==> config.mk <==
export PLATFORM = sky130hd
export DESIGN_NAME = byte_mux_2_to_1_flat
export DESIGN_NICKNAME = d
export VERILOG_FILES = /design/src/rtl/byte_mux_2_to_1_if.sv /design/src/rtl/byte_mux_2_to_1.sv /design/src/flat_wrapper.sv
export SDC_FILE = /design/constraint.sdc
export NUM_CORES = 1
export LEC_CHECK = 0
export CAP_MARGIN = 15
export CORE_UTILIZATION = 40
export CTS_CLUSTER_DIAMETER = 50
export DETAILED_ROUTE_END_ITERATION = 6
export DONT_BUFFER_PORTS = 1
export GPL_TIMING_DRIVEN = 1
export PLACE_DENSITY = 0.54
export SYNTH_ARGS = -nofsm -noshare
export SYNTH_HDL_FRONTEND = slang
export SYNTH_SLANG_ARGS = --single-unit
==> constraint.sdc <==
create_clock -name clk -period 1.35 [get_ports clk]
set_clock_uncertainty 0.05 [all_clocks]
set_input_delay 0.27 -clock clk [delete_from_list [all_inputs] [get_ports clk]]
set_output_delay 0.27 -clock clk [all_outputs]
set_load 0.02 [all_outputs]
==> src/rtl/byte_mux_2_to_1_if.sv <==
// ============================================================================
// byte_mux_2_to_1_if
// ----------------------------------------------------------------------------
// Purpose : Bundles the data, select and status signals of byte_mux_2_to_1.
//           clk and rst are not part of the bundle; they stay plain ports.
// Signals :
//   a, b    - WIDTH-bit data inputs (a chosen when s != 1, b when s == 1)
//   s       - select
//   o       - combinational mux output
//   o_q     - registered copy of o
//   s_q     - registered copy of s
//   sw_cnt  - CNT_W-bit saturating count of select changes
//   o_par   - even-parity bit of o_q (constant 0 unless parity is enabled)
// Modports:
//   master  - stimulus side: drives a/b/s, observes everything else
//   slave   - mux side: consumes a/b/s, drives the outputs
// ============================================================================
interface byte_mux_2_to_1_if #(
    parameter int WIDTH = 8,
    parameter int CNT_W = 8
);
    logic [WIDTH-1:0] a;
    logic [WIDTH-1:0] b;
    logic             s;
    logic [WIDTH-1:0] o;
    logic [WIDTH-1:0] o_q;
    logic             s_q;
    logic [CNT_W-1:0] sw_cnt;
    logic             o_par;

    modport master (
        output a, b, s,
        input  o, o_q, s_q, sw_cnt, o_par
    );

    modport slave (
        input  a, b, s,
        output o, o_q, s_q, sw_cnt, o_par
    );
endinterface

==> src/rtl/byte_mux_2_to_1.sv <==
// ============================================================================
// byte_mux_2_to_1
// ----------------------------------------------------------------------------
// Purpose : 2:1 data mux with a registered copy of its output and select,
//           a saturating counter of select changes, and an optional
//           registered even-parity bit.
// Ports   :
//   clk  - single clock, rising edge
//   rst  - synchronous, active-high reset (does not affect the mux output)
//   bus  - byte_mux_2_to_1_if.slave (a, b, s in; o, o_q, s_q, sw_cnt, o_par out)
// Config  :
//   BYTE_MUX_PARITY_EN defined   -> o_par is registered ^(value loaded into o_q)
//   BYTE_MUX_PARITY_EN undefined -> o_par tied to 0, no parity logic built
// ============================================================================
module byte_mux_2_to_1 #(
    parameter int WIDTH = 8,
    parameter int CNT_W = 8
) (
    input  logic                  clk,
    input  logic                  rst,
    byte_mux_2_to_1_if.slave      bus
);

    localparam logic [CNT_W-1:0] CNT_MAX = {CNT_W{1'b1}};

    logic [WIDTH-1:0] w_o;
    logic             w_sw_change;
    logic [WIDTH-1:0] r_o_q;
    logic             r_s_q;
    logic [CNT_W-1:0] r_sw_cnt;

    // NOTE: always_comb with a full if/else so every path assigns w_o; a
    // missing else here would infer a latch.
    // An if on an X/Z select falls to the else branch, so anything but a
    // clean 1 picks a.
    always_comb begin
        if (bus.s == 1'b1) begin
            w_o = bus.b;
        end else begin
            w_o = bus.a;
        end
    end

    assign w_sw_change = (bus.s != r_s_q);

    // NOTE: registered state uses non-blocking assignments so all registers
    // sample the pre-edge values of each other, regardless of statement order.
    always_ff @(posedge clk) begin
        if (rst) begin
            r_o_q    <= '0;
            r_s_q    <= 1'b0;
            r_sw_cnt <= '0;
        end else begin
            r_o_q <= w_o;
            r_s_q <= bus.s;
            // Hold at all-ones rather than wrapping back to 0.
            if (w_sw_change && (r_sw_cnt != CNT_MAX)) begin
                r_sw_cnt <= r_sw_cnt + 1'b1;
            end
        end
    end

`ifdef BYTE_MUX_PARITY_EN
    logic r_o_par;

    // Computed from the mux output being captured, so it lines up with o_q.
    always_ff @(posedge clk) begin
        if (rst) begin
            r_o_par <= 1'b0;
        end else begin
            r_o_par <= ^w_o;
        end
    end

    assign bus.o_par = r_o_par;
`else
    assign bus.o_par = 1'b0;
`endif

    assign bus.o      = w_o;
    assign bus.o_q    = r_o_q;
    assign bus.s_q    = r_s_q;
    assign bus.sw_cnt = r_sw_cnt;

endmodule

==> src/flat_wrapper.sv <==
// flat-port wrapper written by rule: the top's interface ports become plain ports
module byte_mux_2_to_1_flat 
#(
    parameter int WIDTH = 8,
    parameter int CNT_W = 8
)
  (clk, rst, bus_a, bus_b, bus_s, bus_o, bus_o_q, bus_s_q, bus_sw_cnt, bus_o_par);
  byte_mux_2_to_1_if #(.WIDTH(WIDTH), .CNT_W(CNT_W)) bus_i ();
  input  logic clk;
  input  logic rst;
  input wire logic [$bits(bus_i.a)-1:0] bus_a;
  input wire logic [$bits(bus_i.b)-1:0] bus_b;
  input wire logic [$bits(bus_i.s)-1:0] bus_s;
  output wire logic [$bits(bus_i.o)-1:0] bus_o;
  output wire logic [$bits(bus_i.o_q)-1:0] bus_o_q;
  output wire logic [$bits(bus_i.s_q)-1:0] bus_s_q;
  output wire logic [$bits(bus_i.sw_cnt)-1:0] bus_sw_cnt;
  output wire logic [$bits(bus_i.o_par)-1:0] bus_o_par;
  assign bus_i.a = bus_a;
  assign bus_i.b = bus_b;
  assign bus_i.s = bus_s;
  assign bus_o = bus_i.o;
  assign bus_o_q = bus_i.o_q;
  assign bus_s_q = bus_i.s_q;
  assign bus_sw_cnt = bus_i.sw_cnt;
  assign bus_o_par = bus_i.o_par;
  byte_mux_2_to_1 #(.WIDTH(WIDTH), .CNT_W(CNT_W)) u_core (.clk(clk), .rst(rst), .bus(bus_i));
endmodule
# == Word level (Yosys, flattened, before mapping) ==
# Index checks and enable logic that the tools add are counted.
# W data, S select, Z words.
# op_classes
n_addsub,1
eq_ne,2
n_mux,1
n_reduce_logical,1
# op_table
op,n
$add A8 B1 Y8 const B,1
$mux W8,1
$ne A8 B8 Y1 const B,1
$logic_and A1 B1 Y1,1
$ne A1 B1 Y1,1
# word_totals
ff_bits,17
out_inout_bits,26
word_cells,8

# == Longest topological paths before layout ==
# Gate-level depths: netlist of run 1.
# logic_depth
ltp_word,2
mapped_depth,5

# == Worst setup path after synthesis of run 1 ==
# OpenSTA, ideal clock, no wires.
# synth_path
path_kind,register to register
start,"register u_core.r_sw_cnt[0], in the netlist u_core.bus.sw_cnt[0]"
end,"register u_core.r_sw_cnt[1], in the netlist u_core.bus.sw_cnt[1]"
setup_time_ps,128
arrival_ps,1432
required_time_ps,1172
slack_ps,-260
path_stages_with_launch,6
period_less_slack_ps,1610
path_cell_list,dfxtp_1 > ha_1 > nand4_1 > o21ai_0 > mux2i_1 > nor2_1
# synth_between
elab_chain_len,2
# synth_lines
element,line,source
"start, declared",byte_mux_2_to_1.sv:30,logic [CNT_W-1:0] r_sw_cnt;
"start signal, assigned",byte_mux_2_to_1.sv:58,r_sw_cnt <= r_sw_cnt + 1'b1;
branches (longest 2 deep; another with $add A8 B1 Y8),--,
# Several ways; the timed one is not identified.
# A chain may end at the register's enable or synchronous reset.

# == Worst setup path after layout of run 1 ==
# layout_path
start,"register u_core.r_s_q, in the netlist u_core.bus.s_q"
end,"register u_core.r_sw_cnt[3], in the netlist u_core.bus.sw_cnt[3]"
# layout_between
elab_chain_len,2
# layout_lines
element,line,source
"start, declared",byte_mux_2_to_1.sv:29,logic r_s_q;
"start signal, assigned",byte_mux_2_to_1.sv:55,r_s_q <= bus.s;
$ne A1 B1 Y1,byte_mux_2_to_1.sv:44,assign w_sw_change = (bus.s != r_s_q);
$logic_and A1 B1 Y1,byte_mux_2_to_1.sv:57,if (w_sw_change && (r_sw_cnt != CNT_MAX)) begin
# No other way between the ends.

==> results.md, run 1 <==
* Die area at 0.00209 mm^2
* Horiz. Die Dim at 45.7 um
* Reg2Reg Depth at 4
* GR peak layer: met2
* Final net count at 117
* Number of synthesized flops with an enable pin at 0
* Met1 Use GR at 0.214
* Critical-path maximum fanout at 2
* Top post-synthesis cells by count: 17 x dfxtp_1, 10 x nor2b_1, 8 x mux2_2
* RD Place Congestion at 0.866
* Endpoint class of the critical path: register
* Pre-antenna DRT Iters at 2
* Max_cap viols at 0
* Yosys warnings at 0
* Max H-tree Level at 1
* Postcts setup bufs at 0
* Int Power at 0.726 mW
* RSZ-0062 raised after global routing: yes
* Worst hold path class: input port to register
* P_sw at 0.279 mW
* Slew Viols, Final at 0
* Crit path launch type: register
* N_diodes at 0
* Max frequency at 0.712 GHz
* Minimum clock period at 1.40 ns
* Period utilization at 1.04
* Reg power frac at 0.558
* Syn_nets at 94
* Gr usage total at 0.188
* Core Rows at 15
* WL final at 1580 um
* Post-synthesis cell type count at 28
* Skew-Pair Late Insertion Delay at 0.28 ns
* WL/cell at 13.1 um
* Final setup viols at 3
* CTS tree: done
* Grt total ovfl at 0
* Layout cells sized above 1 at 0.406
* Comb pwr share at 0.177
* Yosys top cell by area: dfxtp_1
* Largest cells by area after synthesis: dfxtp_1 45%, mux2_2 12%, nor2b_1 8.2%
* Yosys reg bits at 17
* Primary FF master, synth: dfxtp_1
* Root buf cell: clkbuf_4
* Pwr Total at 1.00 mW
* GR Util met2 at 0.297
* CP Class: register to register
* DR vias/cell at 5.20
* DRC viols at 0
* Clock power share at 0.264
* Grt met3 use at 0.0595
* Share of flip-flops with an asynchronous set or reset at 0
* Core area at 0.00176 mm^2
* Outcome: finished, violations left
* Worst-path clk slew at 0.09 ns
* Dpl ws at -0.0575 ns
* Sw Ratio at 0.277
* Starting density of the core at 0.433
* Clk sink count at 17
* Yosys top cell area share at 0.446
* First-pass GRT wire length at 2700 um
* Count leader, synth: dfxtp_1
* CTS Buffer Depth at 2
* Cts bufs inserted at 3
* CP Data Required Time at 1.47 ns
* Failing checks: negative setup slack
* PD cells at 979 mW/mm^2
* Die Y at 45.7 um
* Sequential-to-total area share from yosys stat at 0.446
* P&R area growth vs syn at 34.4%
* Initial DRC Count at 8
* Pin count of the biggest net entering global routing at 11
* Synthesized area at 763 um^2
* Fin Hold WS at 0.194 ns
* Fin. Hold Viols at 0
* Syn_area_per_cell at 10.3 um^2
* Initial antenna violation count at 0
* Detail Placement HPWL at 1140 um
* Static leakage at 0.399 nW
* Via count at 629
* Post-Synthesis Cells at 74
* Critical Path AT at 1.52 ns
* Worst VDD drop at 0.000715 V
* Routed Antenna Nets at 0
* Hold Path Depth at 2
* Final WS setup at -0.0539 ns
* Num ports at 45
* Port Buf Inserts at 0
* Vias in the first global route at 605
==> worst paths after layout <==
path                                                         from                           endpoint  slack, ns
worst min register to register  u_core.bus.sw_cnt[2]$_SDFFE_PP0P_  u_core.bus.sw_cnt[2]$_SDFFE_PP0P_       0.54
worst min-delay path                                          rst  u_core.bus.sw_cnt[3]$_SDFFE_PP0P_       0.19
worst max-delay path                    u_core.bus.s_q$_SDFF_PP0_  u_core.bus.sw_cnt[3]$_SDFFE_PP0P_      -0.05
worst max register to register          u_core.bus.s_q$_SDFF_PP0_  u_core.bus.sw_cnt[3]$_SDFFE_PP0P_      -0.05
==> registers in the layout, summed over array words and instances, names as in the netlist <==
signal	count
u_core.bus.sw_cnt	8
u_core.bus.s_q	1
u_core.bus.o_q	8
==> metal layers <==
metal,part of all wire,wire length (um),up-vias
met5,0,0,-
met4,0.015,23,0
met3,0.076,121,2
met2,0.51,804,24
met1,0.40,634,295
li1,-,-,308
==> kinds of logic (layout without fill, tap and decap cells) <==
| logic type | count (synthesis) | in the layout | synth area share |
|---|---|---|---|
| simple gates | 29 | 29 | 0.220 |
| flops | 17 | 17 | 0.446 |
| compound gates | 10 | 10 | 0.0836 |
| mux | 10 | 10 | 0.146 |
| buf+inv | 4 | 26 | 0.0361 |
| xor+xnor | 2 | 2 | 0.0475 |
| fa+ha+maj | 1 | 1 | 0.0164 |
| other cells | 1 | 1 | 0.00491 |
==> power by group through the flow <==
| stage | sequential, mW | combinational, mW | clock [mW] |
|---|---|---|---|
| 4_1_cts | 0.562 | 0.177 | 0.287 |
| 3_5_place_dp | 0.574 | 0.151 | 0 |
| 2_1_floorplan | 0.590 | 0.111 | 0 |
| 5_1_grt | 0.565 | 0.193 | 0.309 |
| 3_3_place_gp | 0.574 | 0.150 | 0 |
| 6_report | 0.561 | 0.178 | 0.266 |
==> final cells by class <==
| class | instances | area, um^2 |
|---|---|---|
| well taps | 25 | 31.3 |
| repair buffers | 22 | 185 |
| clock buffers | 4 | 26.3 |
| multi-input cells | 53 | 430 |
| flip-flops and latches | 17 | 353 |
| fillers | 174 | 738 |
==> critical path: stages (launching register included) <==
cell     delay, ns
dfxtp_4       0.38
xor2_4        0.14
nand4_1       0.18
a31oi_4       0.22
mux2_4        0.32
==> per-stage QoR <==
| stage | cells | utilization | instance area, um^2 | TNS, ns |
|---|---|---|---|---|
| 2_1_floorplan | 74 | - | 791 | -0.105 |
| 3_3_place_gp | 109 | 0.509 | 897 | -0.0719 |
| 3_5_place_dp | 109 | 0.509 | 897 | -0.108 |
| 4_1_cts | 121 | 0.577 | 1020 | -0.0843 |
| 5_1_grt | 121 | 0.582 | 1030 | -0.509 |
| 6_report | 121 | 0.582 | 1030 | -0.0923 |
==> what timing repair did <==
item,in CTS,in global routing
pin swaps,3,2
hold buffers,8,0
endpoints found under the setup margin,3,6
gates resized for setup,3,2
endpoints found under the hold margin,16,0
==> layout by cell type (no fill, tap or decap) <==
cell	n
buf_4	14
dfxtp_1	11
nor2b_1	10
mux2_2	8
dlygate4sd3_1	8
nor3_1	4
nor2_1	4
dfxtp_2	4
nand4_1	3
clkbuf_4	3
and3_4	2
nand3_1	2
nand2_1	2
a31oi_1	2
a21oi_1	2
dfxtp_4	2
xor2_4	1
a41oi_1	1
a31oi_4	1
and4_1	1
a211oi_1	1
o21ai_0	1
or3_1	1
mux2_4	1
o21ai_2	1
mux2i_1	1
xor2_1	1
a2111oi_2	1
ha_2	1
conb_1	1
clkbuf_1	1
(Power assumes the default switching activity.)
==> inputs of run 2 (changes only) <==
- SKIP_CTS_REPAIR_TIMING: not set -> 1
==> run 2 against run 1 <==
The flow still finishes with violations (negative setup slack). Global-route usage down 0.75 points. Via count down 2.1%. Combinational power about the same. Sequential power up 0.9%. Clock-buffer cell count unchanged. Register-to-register slack about the same. Sequential share of layout area up 0.95 points. Critical path depth unchanged. Critical path type unchanged.
==> results.md, run 2 (synthesis gave the netlist of run 1 again) <==
* Final WS setup at -0.0594 ns
* Outcome: finished, violations left
* CP peak stage delay at 0.35 ns
* Detail Placement HPWL at 1140 um
* Fillcell total at 170
* DRC viols at 0
* Via count at 616
* Worst-path clk slew at 0.10 ns
* Core area at 0.00176 mm^2
* Fin Hold WS at 0.164 ns
* Critical Path AT at 1.53 ns
* Final net count at 115
* Layout cells sized above 1 at 0.394
* Crit-path cells: and3_4, and3_4, a31oi_2, mux2_1
* Most frequent cells in the layout: 14 x buf_4, 11 x dfxtp_1, 10 x nor2b_1
* CP Class: register to register
* Setup_tns at -0.0812 ns
* RSZ-0062 raised after global routing: yes
* Comb pwr share at 0.174
* CP Buf/Inv Count at 0
* Reg2Reg Depth at 4
* Worst VDD drop at 0.000758 V
* Vias in the first global route at 588
* Period utilization at 1.04
* Pre-antenna DRT Iters at 2
* Minimum clock period at 1.41 ns
* CTS tree: done
* Die Y at 45.7 um
* Port Buf Inserts at 0
* Sw Ratio at 0.281
* Starting density of the core at 0.433
* PD cells at 1010 mW/mm^2
* Core Rows at 15
* Pin count of the biggest net entering global routing at 19
* CP top delay family: flip-flops
* Slew Viols, Final at 0
* Max frequency at 0.710 GHz
* Worst reg2reg endpoint: u_core.bus.sw_cnt[3]$_SDFFE_PP0P_
* Critical-path maximum fanout at 4
* Grt total ovfl at 0
* P_sw at 0.283 mW
* Endpoint class of the critical path: register
* WL final at 1580 um
* Most frequent CP cell: and3_4
* CTS Buffer Depth at 2
* Num ports at 45
* Routed Antenna Nets at 0
* Initial antenna violation count at 0
* Failing checks: negative setup slack
* WL/cell at 13.2 um
* Reg power frac at 0.562
* Max H-tree Level at 1
* CP Data Required Time at 1.47 ns
* Die area at 0.00209 mm^2
* Crit path launch type: register
* Root buf cell: clkbuf_4
* Skew-Pair Late Insertion Delay at 0.28 ns
* Clock power share at 0.264
* Initial DRC Count at 4
* Worst r2r src: u_core.bus.sw_cnt[4]$_SDFFE_PP0P_
* Worst hold path class: input port to register
* Int Power at 0.725 mW
* Commonest non-fill, non-tap cell in the layout: buf_4
* Cts bufs inserted at 3
* Clk sink count at 17
* Crit. Startpoint: u_core.bus.sw_cnt[4]$_SDFFE_PP0P_
* Crit-path slowest cell: dfxtp_4
* First-pass GRT wire length at 2580 um
* Final setup viols at 3
* Crit path to: u_core.bus.sw_cnt[3]$_SDFFE_PP0P_
* Static leakage at 0.389 nW
* Max_cap viols at 0
* Fin. Hold Viols at 0
* Horiz. Die Dim at 45.7 um
* R2r setup slk at -0.06 ns
* DR vias/cell at 5.18
* N_diodes at 0
* Crit path depth at 4
* P&R area growth vs syn at 30.8%
* RD Place Congestion at 0.866
* Gr usage total at 0.180
[run 2: per-layer routing]
metal | GRT usage | vias to the layer above | share of wire
met2 | 0.283 | 25 | 0.49
met5 | 0 | - | 0
met3 | 0.0595 | 2 | 0.077
met1 | 0.204 | 285 | 0.42
li1 | - | 304 | -
met4 | 0.127 | 0 | 0.015
[run 2: final cells by class]
class	count	area (um^2)	area share
multi-input combinational	53	423	0.424
timing repair buffer	20	165	0.165
tap	25	31.3	0.0313
sequential	17	353	0.353
clock buffer	4	26.3	0.0263
[run 2: how the worst min path moves through the flow]
| stage | startpoint | to | cells after the start |
|---|---|---|---|
| finish | rst | u_core.bus.sw_cnt[3]$_SDFFE_PP0P_ | 2 |
| global route | rst | u_core.bus.sw_cnt[3]$_SDFFE_PP0P_ | 2 |
| CTS | rst | u_core.bus.sw_cnt[4]$_SDFFE_PP0P_ | 1 |
| detailed placement | rst | u_core.bus.sw_cnt[4]$_SDFFE_PP0P_ | 1 |
| global placement | rst | u_core.bus.s_q$_SDFF_PP0_ | 1 |
| floorplan | rst | u_core.bus.s_q$_SDFF_PP0_ | 1 |
[run 2: worst reg2reg max path, stage by stage, from the launching register on]
cell and delay (ns):
dfxtp_4 0.35, and3_4 0.16, and3_4 0.19, a31oi_2 0.20
mux2_1 0.34
[run 2: through the flow]
| step | std cells | instance area (um^2) | power (mW) | setup slack [ns] | utilization |
|---|---|---|---|---|---|
| global placement | 109 | 897 | 0.723 | -0.0555 | 0.509 |
| finish | 119 | 998 | 1.01 | -0.0594 | 0.566 |
| CTS | 113 | 923 | 1.00 | -0.0812 | 0.523 |
| global route | 119 | 998 | 1.07 | -0.109 | 0.566 |
| detailed placement | 109 | 897 | 0.725 | -0.0575 | 0.509 |
| floorplan | 74 | 791 | 0.702 | -0.0623 | - |
[run 2: power by group through the flow]
stage          Sequential, mW  Clock, mW  Combinational [mW]
6_report                0.566      0.266               0.175
5_1_grt                 0.570      0.309               0.189
4_1_cts                 0.562      0.287               0.151
3_5_place_dp            0.574          0               0.151
3_3_place_gp            0.574          0               0.150
2_1_floorplan           0.590          0               0.111
==> inputs of run 3 (changes only) <==
- RECOVER_POWER: not set -> 25
==> run 3 against run 2 <==
The flow still finishes with violations (negative setup slack). Non-clock buffer count unchanged. Sequential share of layout area unchanged. Via count increased by 0.49%. Power decreased by 0.57%. First-iteration DRC count decreased by 50%. Global-route usage unchanged. Register-to-register slack about the same. Final cell count unchanged. Critical path depth unchanged. Wire length decreased by 0.63%. Maximum frequency about the same. Critical path type unchanged.
==> results.md, run 3 (synthesis gave the netlist of run 1 again) <==
* Skew-Pair Late Insertion Delay at 0.28 ns
* Crit-path cells: and3_4, and3_4, a31oi_2, mux2_1
* Crit-path slowest cell: dfxtp_4
* Clock power share at 0.266
* PD cells at 1000 mW/mm^2
* Metal3 WL at 116 um
* P&R area growth vs syn at 30.8%
* Layout cells sized above 1 at 0.309
* Final WS setup at -0.0587 ns
* Int Power at 0.719 mW
* Sw Ratio at 0.282
* Slew Viols, Final at 0
* Critical-path maximum fanout at 4
* Initial antenna violation count at 0
* Failing checks: negative setup slack
* Detail Placement HPWL at 1140 um
* DR vias/cell at 5.20
* Final setup viols at 3
* Pre-antenna DRT Iters at 2
* Critical Path AT at 1.53 ns
* Port Buf Inserts at 0
* Outcome: finished, violations left
* CP peak stage delay at 0.35 ns
* Top Metal Used: met4
* Minimum clock period at 1.41 ns
* Die Y at 45.7 um
* Worst-path clk slew at 0.10 ns
* Pin count of the biggest net entering global routing at 19
* WL final at 1570 um
* Num ports at 45
* Vias in the first global route at 588
* CTS Buffer Depth at 2
* Horiz. Die Dim at 45.7 um
* Dpl ws at -0.0575 ns
* CTS tree: done
* Grt total ovfl at 0
* N_diodes at 0
* Starting density of the core at 0.433
* Endpoint class of the critical path: register
* Max_cap viols at 0
* CP Class: register to register
* Most frequent cells in the layout: 14 x buf_4, 11 x dfxtp_1, 10 x nor2b_1
* Reg2Reg Depth at 4
* Fillcell total at 170
* First-pass GRT wire length at 2580 um
* Gr usage total at 0.180
* Max H-tree Level at 1
* Fin. Hold Viols at 0
* Cts bufs inserted at 3
* Hold Path Depth at 2
* CP Data Required Time at 1.47 ns
* Clk sink count at 17
* RSZ-0062 raised after global routing: yes
* Setup_tns at -0.0810 ns
* Root buf cell: clkbuf_4
* Most frequent CP cell: and3_4
* Core Rows at 15
* DRC viols at 0
* Fin util at 0.566
* Met2 WL at 760 um
* Final net count at 115
* RD Place Congestion at 0.866
* Static leakage at 0.390 nW
* Crit path launch type: register
* Core area at 0.00176 mm^2
* M1 WL at 664 um
* Max frequency at 0.710 GHz
* Initial DRC Count at 2
* Die area at 0.00209 mm^2
* WL/cell at 13.2 um
* Worst VDD drop at 0.000754 V
* Via count at 619
* Routed Antenna Nets at 0
* Commonest non-fill, non-tap cell in the layout: buf_4
* Comb pwr share at 0.169
* Worst hold path class: input port to register
* Reg power frac at 0.565
* P_sw at 0.283 mW
* Period utilization at 1.04
run 3: power by group through the flow:
stage	Combinational (mW)	Sequential (mW)	Clock [mW]
after floorplan	0.111	0.590	0
after global placement	0.150	0.574	0
after detailed placement	0.151	0.574	0
after CTS	0.151	0.562	0.287
after global routing	0.183	0.570	0.309
final	0.169	0.566	0.267
run 3: area by class of cell:
type                       instances  area (um^2)  share of cell area
multi-input combinational         53          423               0.424
sequential                        17          353               0.353
timing repair buffer              20          165               0.165
tap                               25         31.3              0.0313
clock buffer                       4         26.3              0.0263
run 3: routing by layer:
| metal | vias up | track usage |
|---|---|---|
| li1 | 303 | - |
| met1 | 289 | 0.204 |
| met2 | 25 | 0.283 |
| met3 | 2 | 0.0595 |
| met4 | 0 | 0.127 |
| met5 | - | 0 |
run 3: final timing paths:
| check | slack, ns | to | start |
|---|---|---|---|
| min | 0.16 | u_core.bus.sw_cnt[3]$_SDFFE_PP0P_ | rst |
| max | -0.06 | u_core.bus.sw_cnt[3]$_SDFFE_PP0P_ | u_core.bus.sw_cnt[4]$_SDFFE_PP0P_ |
| min reg2reg | 0.54 | u_core.bus.sw_cnt[7]$_SDFFE_PP0P_ | u_core.bus.sw_cnt[7]$_SDFFE_PP0P_ |
| max reg2reg | -0.06 | u_core.bus.sw_cnt[3]$_SDFFE_PP0P_ | u_core.bus.sw_cnt[4]$_SDFFE_PP0P_ |
run 3: worst max-delay path, delay by kind of cell, from the launching register on:
kind | cells | cell delay (ns)
flip-flops | 1 | 0.35
AND/OR/NAND/NOR | 2 | 0.35
multiplexers | 1 | 0.34
AO/OA/AOI/OAI | 1 | 0.20
run 3: through the flow:
stage,hold slack [ns],power (mW),std cells,cell area (um^2)
3_3_place_gp,0.285,0.723,109,897
4_1_cts,-0.0354,1.00,113,923
3_5_place_dp,0.285,0.725,109,897
2_1_floorplan,0.282,0.702,74,791
5_1_grt,0.142,1.06,119,998
6_report,0.164,1.00,119,998
